--- src/rtl/mdu_pkg.sv ---
// mdu_pkg
// Shared definitions for the multiply/divide sequencer:
//   mdu_op_t    - operation encoding carried on the op bus
//   mdu_state_t - sequencer state encoding
//   ALU_ADD / ALU_SUB - ALU control codes driven while the block owns the ALU
package mdu_pkg;

   typedef enum logic [1:0] {
      OP_MULTU = 2'b00,
      OP_DIVU  = 2'b01,
      OP_MULT  = 2'b10,
      OP_DIV   = 2'b11
   } mdu_op_t;

   typedef enum logic [2:0] {
      ST_IDLE  = 3'd0,
      ST_MUL   = 3'd1,
      ST_DIV   = 3'd2,
      ST_FIXUP = 3'd3,
      ST_DONE  = 3'd4
   } mdu_state_t;

   localparam logic [2:0] ALU_ADD = 3'b010;
   localparam logic [2:0] ALU_SUB = 3'b110;

endpackage

--- src/rtl/mdu_sequencer_if.sv ---
// mdu_sequencer_if
// Bundles the request/result handshake and the borrowed-ALU bus of the
// multiply/divide sequencer.
//   master modport : pipeline side (drives start/op/src_*, returns alu_result)
//   slave modport  : the sequencer itself
// Signals:
//   start, op, src_a, src_b      - request and operands
//   alu_req, alu_a, alu_b,
//   alu_control, alu_result      - shared ALU borrow path
//   busy, done, hi, lo           - stall request and results
interface mdu_sequencer_if #(
   parameter int XLEN = 32
);

   logic            start;
   logic [1:0]      op;
   logic [XLEN-1:0] src_a;
   logic [XLEN-1:0] src_b;
   logic            alu_req;
   logic [XLEN-1:0] alu_a;
   logic [XLEN-1:0] alu_b;
   logic [2:0]      alu_control;
   logic [XLEN-1:0] alu_result;
   logic            busy;
   logic            done;
   logic [XLEN-1:0] hi;
   logic [XLEN-1:0] lo;

   modport master (
      output start, op, src_a, src_b, alu_result,
      input  alu_req, alu_a, alu_b, alu_control, busy, done, hi, lo
   );

   modport slave (
      input  start, op, src_a, src_b, alu_result,
      output alu_req, alu_a, alu_b, alu_control, busy, done, hi, lo
   );

endinterface

--- src/rtl/mdu_sequencer.sv ---
// mdu_sequencer
// Multi-cycle multiply/divide controller. It borrows the shared EX-stage ALU
// for one add (multiply) or subtract (divide) per cycle and runs XLEN
// iterations to build HI/LO. While it owns the ALU the pipeline is stalled
// through busy.
// Ports:
//   clk      - clock, rising edge
//   reset_n  - asynchronous active-low reset; aborts any operation
//   bus      - mdu_sequencer_if.slave (start/op/src_a/src_b in,
//              alu_req/alu_a/alu_b/alu_control out, alu_result in,
//              busy/done/hi/lo out)
// Optional feature macro: MDU_SIGNED_EN
//   defined   - op[1] selects signed MULT/DIV with a one-cycle FIXUP state
//   undefined - op[1] ignored, all operations unsigned, no FIXUP logic
module mdu_sequencer
   import mdu_pkg::*;
#(
   parameter int XLEN = 32
) (
   input logic          clk,
   input logic          reset_n,
   mdu_sequencer_if.slave bus
);

   localparam int CW = $clog2(XLEN);

   mdu_state_t      state;
   logic [XLEN-1:0] hi_q;
   logic [XLEN-1:0] lo_q;
   logic [XLEN-1:0] opnd;
   logic [CW-1:0]   cnt;

   logic [XLEN-1:0] a_mag;
   logic [XLEN-1:0] b_mag;
   logic            carry;
   logic [XLEN-1:0] div_r;
   logic            div_ge;
   logic            last_iter;

`ifdef MDU_SIGNED_EN
   logic            sign_a;
   logic            sign_b;
   logic            is_signed;
   logic            is_div;
   logic            neg_lo;
   logic            neg_hi;
   logic [2*XLEN-1:0] prod_neg;
`else
   logic            unused_op1;
   assign unused_op1 = bus.op[1];
`endif

   // Operand magnitudes captured at start. Signed requests are folded to
   // unsigned magnitudes so the iteration datapath only ever sees unsigned
   // values; the signs are reapplied in FIXUP.
   always_comb begin
      a_mag = bus.src_a;
      b_mag = bus.src_b;
`ifdef MDU_SIGNED_EN
      sign_a = 1'b0;
      sign_b = 1'b0;
      if (bus.op[1]) begin
         sign_a = bus.src_a[XLEN-1];
         sign_b = bus.src_b[XLEN-1];
         if (sign_a) a_mag = -bus.src_a;
         if (sign_b) b_mag = -bus.src_b;
      end
`endif
   end

   // Per-iteration helpers. The multiply carry falls out of an unsigned
   // compare because the ALU gives no carry-out. For the restoring divide
   // the shifted-out top bit of hi (div_c) means the partial remainder is
   // already at least 2^XLEN and therefore exceeds any divisor.
   always_comb begin
      carry     = (bus.alu_result < hi_q);
      div_r     = {hi_q[XLEN-2:0], lo_q[XLEN-1]};
      div_ge    = hi_q[XLEN-1] || (div_r >= opnd);
      last_iter = (cnt == CW'(XLEN - 1));
   end

`ifdef MDU_SIGNED_EN
   assign prod_neg = -{hi_q, lo_q};
`endif

   // ALU borrow: only MUL and DIV drive the shared ALU; elsewhere the
   // outputs rest at zero operands with an add so the EX mux sees a benign
   // value even if it were selected.
   always_comb begin
      bus.alu_req     = 1'b0;
      bus.alu_a       = '0;
      bus.alu_b       = '0;
      bus.alu_control = ALU_ADD;
      case (state)
         ST_MUL: begin
            bus.alu_req = 1'b1;
            bus.alu_a   = hi_q;
            bus.alu_b   = opnd;
         end
         ST_DIV: begin
            bus.alu_req     = 1'b1;
            bus.alu_a       = div_r;
            bus.alu_b       = opnd;
            bus.alu_control = ALU_SUB;
         end
         default: ;
      endcase
   end

   assign bus.busy = (state == ST_MUL) || (state == ST_DIV) || (state == ST_FIXUP);
   assign bus.done = (state == ST_DONE);
   assign bus.hi   = hi_q;
   assign bus.lo   = lo_q;

   // Sequencer. A start is only honoured in IDLE or DONE, so a request
   // arriving mid-operation is dropped rather than queued. Divide by zero
   // is resolved at start and jumps straight to DONE with the raw dividend
   // in hi and all ones in lo.
   always_ff @(posedge clk or negedge reset_n) begin
      if (!reset_n) begin
         state <= ST_IDLE;
         hi_q  <= '0;
         lo_q  <= '0;
         opnd  <= '0;
         cnt   <= '0;
`ifdef MDU_SIGNED_EN
         is_signed <= 1'b0;
         is_div    <= 1'b0;
         neg_lo    <= 1'b0;
         neg_hi    <= 1'b0;
`endif
      end else begin
         case (state)
            ST_IDLE, ST_DONE: begin
               if (bus.start) begin
                  cnt <= '0;
`ifdef MDU_SIGNED_EN
                  is_signed <= bus.op[1];
                  is_div    <= bus.op[0];
                  neg_lo    <= sign_a ^ sign_b;
                  neg_hi    <= bus.op[0] ? sign_a : (sign_a ^ sign_b);
`endif
                  if (bus.op[0] && (bus.src_b == '0)) begin
                     hi_q  <= bus.src_a;
                     lo_q  <= '1;
                     state <= ST_DONE;
                  end else if (bus.op[0]) begin
                     hi_q  <= '0;
                     lo_q  <= a_mag;
                     opnd  <= b_mag;
                     state <= ST_DIV;
                  end else begin
                     hi_q  <= '0;
                     lo_q  <= b_mag;
                     opnd  <= a_mag;
                     state <= ST_MUL;
                  end
               end else begin
                  state <= ST_IDLE;
               end
            end

            ST_MUL, ST_DIV: begin
               if (state == ST_MUL) begin
                  if (lo_q[0]) begin
                     {hi_q, lo_q} <= {carry, bus.alu_result, lo_q[XLEN-1:1]};
                  end else begin
                     {hi_q, lo_q} <= {1'b0, hi_q, lo_q[XLEN-1:1]};
                  end
               end else begin
                  hi_q <= div_ge ? bus.alu_result : div_r;
                  lo_q <= {lo_q[XLEN-2:0], div_ge};
               end
               cnt <= cnt + 1'b1;
               if (last_iter) begin
`ifdef MDU_SIGNED_EN
                  state <= is_signed ? ST_FIXUP : ST_DONE;
`else
                  state <= ST_DONE;
`endif
               end
            end

`ifdef MDU_SIGNED_EN
            // Reapply signs: the product is negated as one 2*XLEN value,
            // the quotient follows the sign product and the remainder
            // follows the dividend.
            ST_FIXUP: begin
               if (!is_div) begin
                  if (neg_lo) {hi_q, lo_q} <= prod_neg;
               end else begin
                  if (neg_lo) lo_q <= -lo_q;
                  if (neg_hi) hi_q <= -hi_q;
               end
               state <= ST_DONE;
            end
`endif

            default: state <= ST_IDLE;
         endcase
      end
   end

endmodule

--- src/flat_wrapper.sv ---
// flat-port wrapper written by rule: the top's interface ports become plain ports
module mdu_sequencer_flat import mdu_pkg::*;
#(
   parameter int XLEN = 32
)
  (clk, reset_n, bus_start, bus_op, bus_src_a, bus_src_b, bus_alu_result, bus_alu_req, bus_alu_a, bus_alu_b, bus_alu_control, bus_busy, bus_done, bus_hi, bus_lo);
  mdu_sequencer_if #(.XLEN(XLEN)) bus_i ();
  input logic clk;
  input logic reset_n;
  input wire logic [$bits(bus_i.start)-1:0] bus_start;
  input wire logic [$bits(bus_i.op)-1:0] bus_op;
  input wire logic [$bits(bus_i.src_a)-1:0] bus_src_a;
  input wire logic [$bits(bus_i.src_b)-1:0] bus_src_b;
  input wire logic [$bits(bus_i.alu_result)-1:0] bus_alu_result;
  output wire logic [$bits(bus_i.alu_req)-1:0] bus_alu_req;
  output wire logic [$bits(bus_i.alu_a)-1:0] bus_alu_a;
  output wire logic [$bits(bus_i.alu_b)-1:0] bus_alu_b;
  output wire logic [$bits(bus_i.alu_control)-1:0] bus_alu_control;
  output wire logic [$bits(bus_i.busy)-1:0] bus_busy;
  output wire logic [$bits(bus_i.done)-1:0] bus_done;
  output wire logic [$bits(bus_i.hi)-1:0] bus_hi;
  output wire logic [$bits(bus_i.lo)-1:0] bus_lo;
  assign bus_i.start = bus_start;
  assign bus_i.op = bus_op;
  assign bus_i.src_a = bus_src_a;
  assign bus_i.src_b = bus_src_b;
  assign bus_i.alu_result = bus_alu_result;
  assign bus_alu_req = bus_i.alu_req;
  assign bus_alu_a = bus_i.alu_a;
  assign bus_alu_b = bus_i.alu_b;
  assign bus_alu_control = bus_i.alu_control;
  assign bus_busy = bus_i.busy;
  assign bus_done = bus_i.done;
  assign bus_hi = bus_i.hi;
  assign bus_lo = bus_i.lo;
  mdu_sequencer #(.XLEN(XLEN)) u_core (.clk(clk), .reset_n(reset_n), .bus(bus_i));
endmodule
--- config.mk ---
export PLATFORM = sky130hd
export DESIGN_NAME = mdu_sequencer_flat
export DESIGN_NICKNAME = d
export VERILOG_FILES = /design/src/rtl/mdu_pkg.sv /design/src/rtl/mdu_sequencer_if.sv /design/src/rtl/mdu_sequencer.sv /design/src/flat_wrapper.sv
export SDC_FILE = /design/constraint.sdc
export NUM_CORES = 1
export LEC_CHECK = 0
export ABC_AREA = 1
export BUFFER_PORTS_ARGS = -buffer_cell sky130_fd_sc_hd__buf_2
export CAP_MARGIN = 15
export CORE_MARGIN = 1.5
export CORE_UTILIZATION = 58
export CTS_CLUSTER_SIZE = 28
export DETAILED_ROUTE_END_ITERATION = 16
export PLACE_DENSITY = 0.88
export SLEW_MARGIN = 20
export SYNTH_ARGS = -nofsm -noshare
export SYNTH_HDL_FRONTEND = slang
export SYNTH_SLANG_ARGS = --single-unit
--- constraint.sdc ---
create_clock -name clk -period 4.36 [get_ports clk]
set_input_delay 0.436 -clock clk [delete_from_list [all_inputs] [get_ports clk]]
set_output_delay 0.436 -clock clk [all_outputs]
set_load 0.01 [all_outputs]
==> results.ini, run 1 <==
[sta]
rsz0062_at_grt = false
setup_viol = 0
final_max_slew_viol_count = 0
period_minus_slack_ps = 3610
worst_pin_slew_ps = 1090
relSlewSlack = 0.266
hold_slack_ps = 77.8
fmax_ghz = 0.277
fin_setup_tns_ps = 0
fin_worst_skew_ps = 11.4
fin_crit_sh = 0.828
hold_viol = 0

[synth]
yosys.area.top_type_share = 0.314
ys_seq_area_frac = 0.314
synth_area_mm2 = 0.00828
synth_cells = 1126
syn-num-nets = 1292
ys_top_cells_by_area = dfrtp_1 31%, ha_1 9.8%, inv_1 9.4%, nand2_1 8.8%, o211ai_1 8.4%
yosysMostFrequentCell = inv_1
synth_area_leader_cell = dfrtp_1
synth_top_flop_cell = dfrtp_1
synth.ff_latch_count = 104
yosysWarnings = 0
synth_edf_count = 0
synth_area_per_cell_um2 = 7.35
async_flop_share = 1.00
synth.distinct_cells = 33
synth_commonest_cells = 207 x inv_1, 193 x nand2_1, 104 x dfrtp_1

[setup_path]
cp_slowest_cell = clkinv_1
r2r_slack_ps = 750
setup.worst_path.start_class = flop
slowest_delay_ps = 860
critical_path_required_ps = 4640
path_class = reg -> reg
cp-end-kind = flop
cp_cell_sequence = inv_2, nor3_4, inv_2, nand2_1, nor2_4, clkinv_1, buf_4, nand2_1, inv_1, a21oi_1
cp.arrival_ps = 3890
reg2reg_depth = 10
worst-path-max-fanout = 35

[power]
sw_frac_of_total = 0.526
p_sw_mw = 4.21
p_clk_frac = 0.104
p_int_mw = 3.79
power_density_mw_per_mm2 = 822
peakVddDrop_mv = 0.417
power.leakage_nw = 5.19
comb_power_share = 0.640
seqPwrFrac = 0.256

[detailed_routing]
routed_wl_um = 26900
firstDrtPassIters = 6
postRouteAntennaNets = 0
dr_total_vias = 9116
met3_length_um = 2600
top_layer = met5
wl_per_cell_um = 18.1
wl_met1_um = 10500
drc_errors = 0
drt_iter0_drc = 875
route.met2.wl_um = 12800
via_per_inst = 6.14

[cts]
holdBufCountCts = 0
insertion_delay_ps = 370
h-tree-depth = 3
cts-buffers-inserted = 9
cts_resized = 0
post_cts_buffers = 0
clk_pin_slew_ps = 80
cts_tree = yes
cts_max_path_buffers = 2
cts_sinks = 104
cts_root_buf = clkbuf_16

[floorplanning]
die_w_um = 122
die_h_um = 122
core_mm2 = 0.0139
start_util = 0.596
dieArea_mm2 = 0.0150
pin_count = 235
rows = 43

[grt]
overflow = 0
grt_max_degree = 92
grt_pass1_wl_um = 41500
grt_pass1_vias = 8149
antenna_found_initial = 2
grt_usage = 0.355

[placement]
dp_hpwl_um = 19300
port_buffers = 231
dpl_cell_area_mm2 = 0.00943
globalplace.congestion = 0.993

[status]
status = finished, final reports clean

[min_path]
hold_path.class = in -> async

[final_layout]
fin_area_mm2 = 0.00974
drive_gt1_frac = 0.206
syn_to_final_growth_pct = 17.7
nets = 1465

[job]
max-cap-violations = 0

cell families after synthesis:
logic type	share of synthesized area
other	0.000908
adder cells (fa/ha/maj)	0.0983
buffers and inverters	0.136
flip-flops	0.314
AND/OR/NAND/NOR	0.162
AO/OA/AOI/OAI	0.288
power groups by stage:
stage | Sequential, mW | Clock, mW | Combinational [mW]
after floorplan | 1.97 | 0 | 3.51
after global placement | 2.03 | 0 | 4.90
after detailed placement | 2.04 | 0 | 5.05
after CTS | 2.03 | 0.829 | 5.09
after global routing | 2.11 | 0.862 | 5.73
final | 2.05 | 0.830 | 5.12
layout by cell type (no fill, tap or decap), types with 3 or more instances in the layout:
cell type  count
buf_2        230
inv_1        206
nand2_1      193
dfrtp_1      103
o211ai_1      93
ha_1          65
nor2_1        62
a22oi_1       59
o21ai_0       47
nand3_1       42
a21oi_1       37
o22ai_1       34
o221ai_1      31
a221oi_1      30
nand4_1       13
clkbuf_16      9
buf_4          9
inv_2          5
nor3_1         4
nor4_1         3
sequential cells by signal (all words and copies together), names as in the netlist:
register       cells
u_core.cnt         5
u_core.state       3
u_core.bus.hi     32
u_core.bus.lo     32
u_core.opnd       32
final timing paths:
| check | to | start |
|---|---|---|
| worst min-delay path | u_core.bus.hi[6] | reset_n |
| min in group clk | u_core.opnd[4] | bus_src_a[4] |
| worst max-delay path | u_core.bus.hi[30] | u_core.state[1] |
| worst max register to register | u_core.bus.hi[30] | u_core.state[1] |
| worst min register to register | u_core.cnt[4] | u_core.cnt[4] |
| max in group asynchronous | u_core.opnd[8] | reset_n |
metrics by stage:
step	std cells	worst slack, ps	power (mW)	utilization
6_report	1485	752	8.00	0.702
4_1_cts	1484	983	7.94	0.701
3_3_place_gp	1468	1370	6.93	0.680
2_1_floorplan	1126	2300	5.47	-
5_1_grt	1484	513	8.70	0.701
3_5_place_dp	1468	1300	7.10	0.680
critical path: cells and delay by family (launching register included):
| family | cells | cell delay [ps] |
|---|---|---|
| and+or+nand+nor | 4 | 850 |
| DFF | 1 | 440 |
| buffers and inverters | 5 | 2040 |
| AOI/OAI and AO/OA | 1 | 170 |
routing by layer:
layer,global-route usage,vias to the layer above
li1,-,4268
met5,0,-
met1,0.452,4240
met2,0.586,534
met4,0.145,2
met3,0.0748,72
cell type report:
class,count,area (µm²)
inverter,212,796
sequential,104,2610
timing repair buffer,241,1250
antenna,1,2.50
clock buffer,10,239
fill,1249,4140
clock inverter,6,52.6
multi-input combinational,731,4570
tap,180,225
Power figures use the tool's default switching activity.
==> run 2: changes to the inputs <==
--- a/config.mk
+++ b/config.mk
@@ -5,14 +5,14 @@
 export SDC_FILE = /design/constraint.sdc
 export NUM_CORES = 1
 export LEC_CHECK = 0
-export ABC_AREA = 1
+export ABC_AREA = 0
 export BUFFER_PORTS_ARGS = -buffer_cell sky130_fd_sc_hd__buf_2
 export CAP_MARGIN = 15
 export CORE_MARGIN = 1.5
-export CORE_UTILIZATION = 58
+export CORE_UTILIZATION = 48
 export CTS_CLUSTER_SIZE = 28
 export DETAILED_ROUTE_END_ITERATION = 16
-export PLACE_DENSITY = 0.88
+export PLACE_DENSITY = 0.78
 export SLEW_MARGIN = 20
 export SYNTH_ARGS = -nofsm -noshare
 export SYNTH_HDL_FRONTEND = slang
==> constraint.sdc (replaced) <==
create_clock -name clk -period 3.25 [get_ports clk]
set_input_delay 0.325 -clock clk [delete_from_list [all_inputs] [get_ports clk]]
set_output_delay 0.325 -clock clk [all_outputs]
set_load 0.01 [all_outputs]
==> results.ini, run 2 <==
[status]
status = finished, final reports clean

[synth]
synthMuxAreaShare = 0.0442
synth_fa_ha_area_frac = 0.103
ys_top_cells_by_area = dfrtp_1 33%, ha_1 10%, o221ai_1 6.8%, o21ai_0 6.4%, nand2_1 5.4%
yosysWarnings = 0
synth_compound_area_frac = 0.298
syn-num-nets = 1146
synth.distinct_cells = 52
yosys.area.top_type_share = 0.328
synth_edf_count = 0
synth.ff_latch_count = 104
ys_seq_area_frac = 0.328
synth_top_family_by_area = compound AO/OA/AOI/OAI gates
yosysMostFrequentCell = nand2_1
synth_commonest_cells = 114 x nand2_1, 107 x nor2_1, 104 x dfrtp_1
synth_area_leader_cell = dfrtp_1
synth_simple_gate_area_share = 0.151
synth_area_per_cell_um2 = 8.09
async_flop_share = 1.00
synth_cells = 980
synth_top_flop_cell = dfrtp_1
synth_area_mm2 = 0.00793
synth_xor_area_frac = 0.00221

[sta]
rsz0062_at_grt = false
fin_crit_sh = 0.814
period_minus_slack_ps = 2650
final_max_slew_viol_count = 0
fin_worst_skew_ps = 6.68
hold_viol = 0
setup_slack_ps = 604
setup_viol = 0
fin_setup_tns_ps = 0
relSlewSlack = 0.390
worst_pin_slew_ps = 915
hold_slack_ps = 260
fmax_ghz = 0.378

[setup_path]
worst-path-max-fanout = 38
r2r_slack_ps = 600
critical_path_required_ps = 2920
cp_slowest_cell = or3b_2
slowest_delay_ps = 840
reg2reg_depth = 8
setup.worst_path.start_class = flop
r2r-end = u_core.bus.hi[31]
cp_cell_sequence = or3b_2, o21ai_0, buf_2
worstSetupStartpoint = u_core.state[2]
path_class = reg -> out
cp-end-kind = output port
rr_startpoint = u_core.bus.hi[1]
cp.arrival_ps = 2320

[detailed_routing]
via_per_inst = 6.38
postRouteAntennaNets = 0
dr_total_vias = 8814
drc_errors = 0
routed_wl_um = 27100
firstDrtPassIters = 6
drt_iter0_drc = 1044
wl_per_cell_um = 19.6

[final_layout]
syn_to_final_growth_pct = 20.1
drive_gt1_frac = 0.240
final_cell_count_no_fill = 1382
fin_area_mm2 = 0.00953
nets = 1326
nFillCells = 1503
final_cell_mix = 230 x buf_2, 112 x nand2_1, 106 x nor2_1
final_core_util = 0.595
final_common_cell = buf_2

[floorplanning]
die_w_um = 132
start_util = 0.496
dieArea_mm2 = 0.0173
pin_count = 235
core_mm2 = 0.0160
die_h_um = 132
rows = 46

[cts]
cts_root_buf = clkbuf_16
insertion_delay_ps = 350
h-tree-depth = 3
cts_sinks = 104
cts_max_path_buffers = 2
cts_resized = 0
cts_tree = yes
cts-buffers-inserted = 9
clk_pin_slew_ps = 70

[job]
max-cap-violations = 0

[placement]
globalplace.congestion = 0.874
pre_cts_ws_ps = 646
place_inst = 1364
dp_hpwl_um = 19200
port_buffers = 231
dpl_cell_area_mm2 = 0.00924

[min_path]
whs_endpoint = u_core.bus.hi[30]
hold_path.class = in -> reg
min-delay-start = bus_alu_result[30]
holdPathStages = 2

[power]
power_density_mw_per_mm2 = 1110
p_clk_frac = 0.099
p_total_mw = 10.6
peakVddDrop_mv = 0.564
sw_frac_of_total = 0.522
p_sw_mw = 5.52
comb_power_share = 0.643
p_int_mw = 5.06
power.leakage_nw = 4.54
seqPwrFrac = 0.258

[grt]
grt_pass1_vias = 8154
overflow = 0
grt_usage = 0.306
antenna_found_initial = 1
grt_pass1_wl_um = 42800
grt_max_degree = 100

-- run 2: cell families after synthesis --
group           Yosys count
mux                      35
flops                   104
buf+inv                 150
simple gates            280
other cells               2
compound gates          342
xor+xnor                  2
fa+ha+maj                65
-- run 2: worst max-delay path: cells and delay by family, from the launching register on --
kind,cells,cell delay [ps]
buf+inv,1,210
compound gates,1,470
simple gates,1,840
flops,1,440
-- run 2: how the worst max path moves through the flow --
stage | slack [ps] | endpoint | cells after the start
3_5_place_dp | 650 | u_core.bus.hi[12] | 9
4_1_cts | 630 | bus_alu_a[30] | 3
3_3_place_gp | 720 | u_core.bus.hi[8] | 9
6_report | 600 | bus_alu_a[30] | 3
2_1_floorplan | 700 | u_core.bus.hi[30] | 10
5_1_grt | 450 | u_core.bus.hi[13] | 9
-- run 2: timing repair --
item / 4_1_cts / 5_1_grt
endpoints found under the hold margin: 40 / 0
hold buffers: 1 / 0
buffers inserted: 0 / 0
-- run 2: metal layers --
metal | part of all wire | track usage | routed length [µm] | vias to the layer above
met5 | 0 | 0 | 0 | -
met4 | 0.025 | 0.131 | 668 | 0
met3 | 0.097 | 0.0409 | 2630 | 64
met2 | 0.45 | 0.454 | 12100 | 545
met1 | 0.43 | 0.444 | 11700 | 4186
li1 | - | - | - | 4019
-- run 2: cell type report --
class                   instances  area [µm²]  share of cell area
clock inverters                 5        32.5             0.00341
flip-flops and latches        104        2600               0.273
diodes                          1        2.50            0.000263
well taps                     216         270              0.0284
repair buffers                253        1350               0.142
clock buffers                  11         243              0.0255
inverters                      66         248              0.0260
multi-input cells             726        4780               0.501
-- run 2: power groups by stage --
stage	registers (mW)	clock network, mW	logic, mW
6_report	2.73	1.05	6.80
5_1_grt	2.82	1.10	7.50
4_1_cts	2.70	1.05	6.74
3_5_place_dp	2.72	0	6.71
3_3_place_gp	2.71	0	6.53
2_1_floorplan	2.67	0	4.35
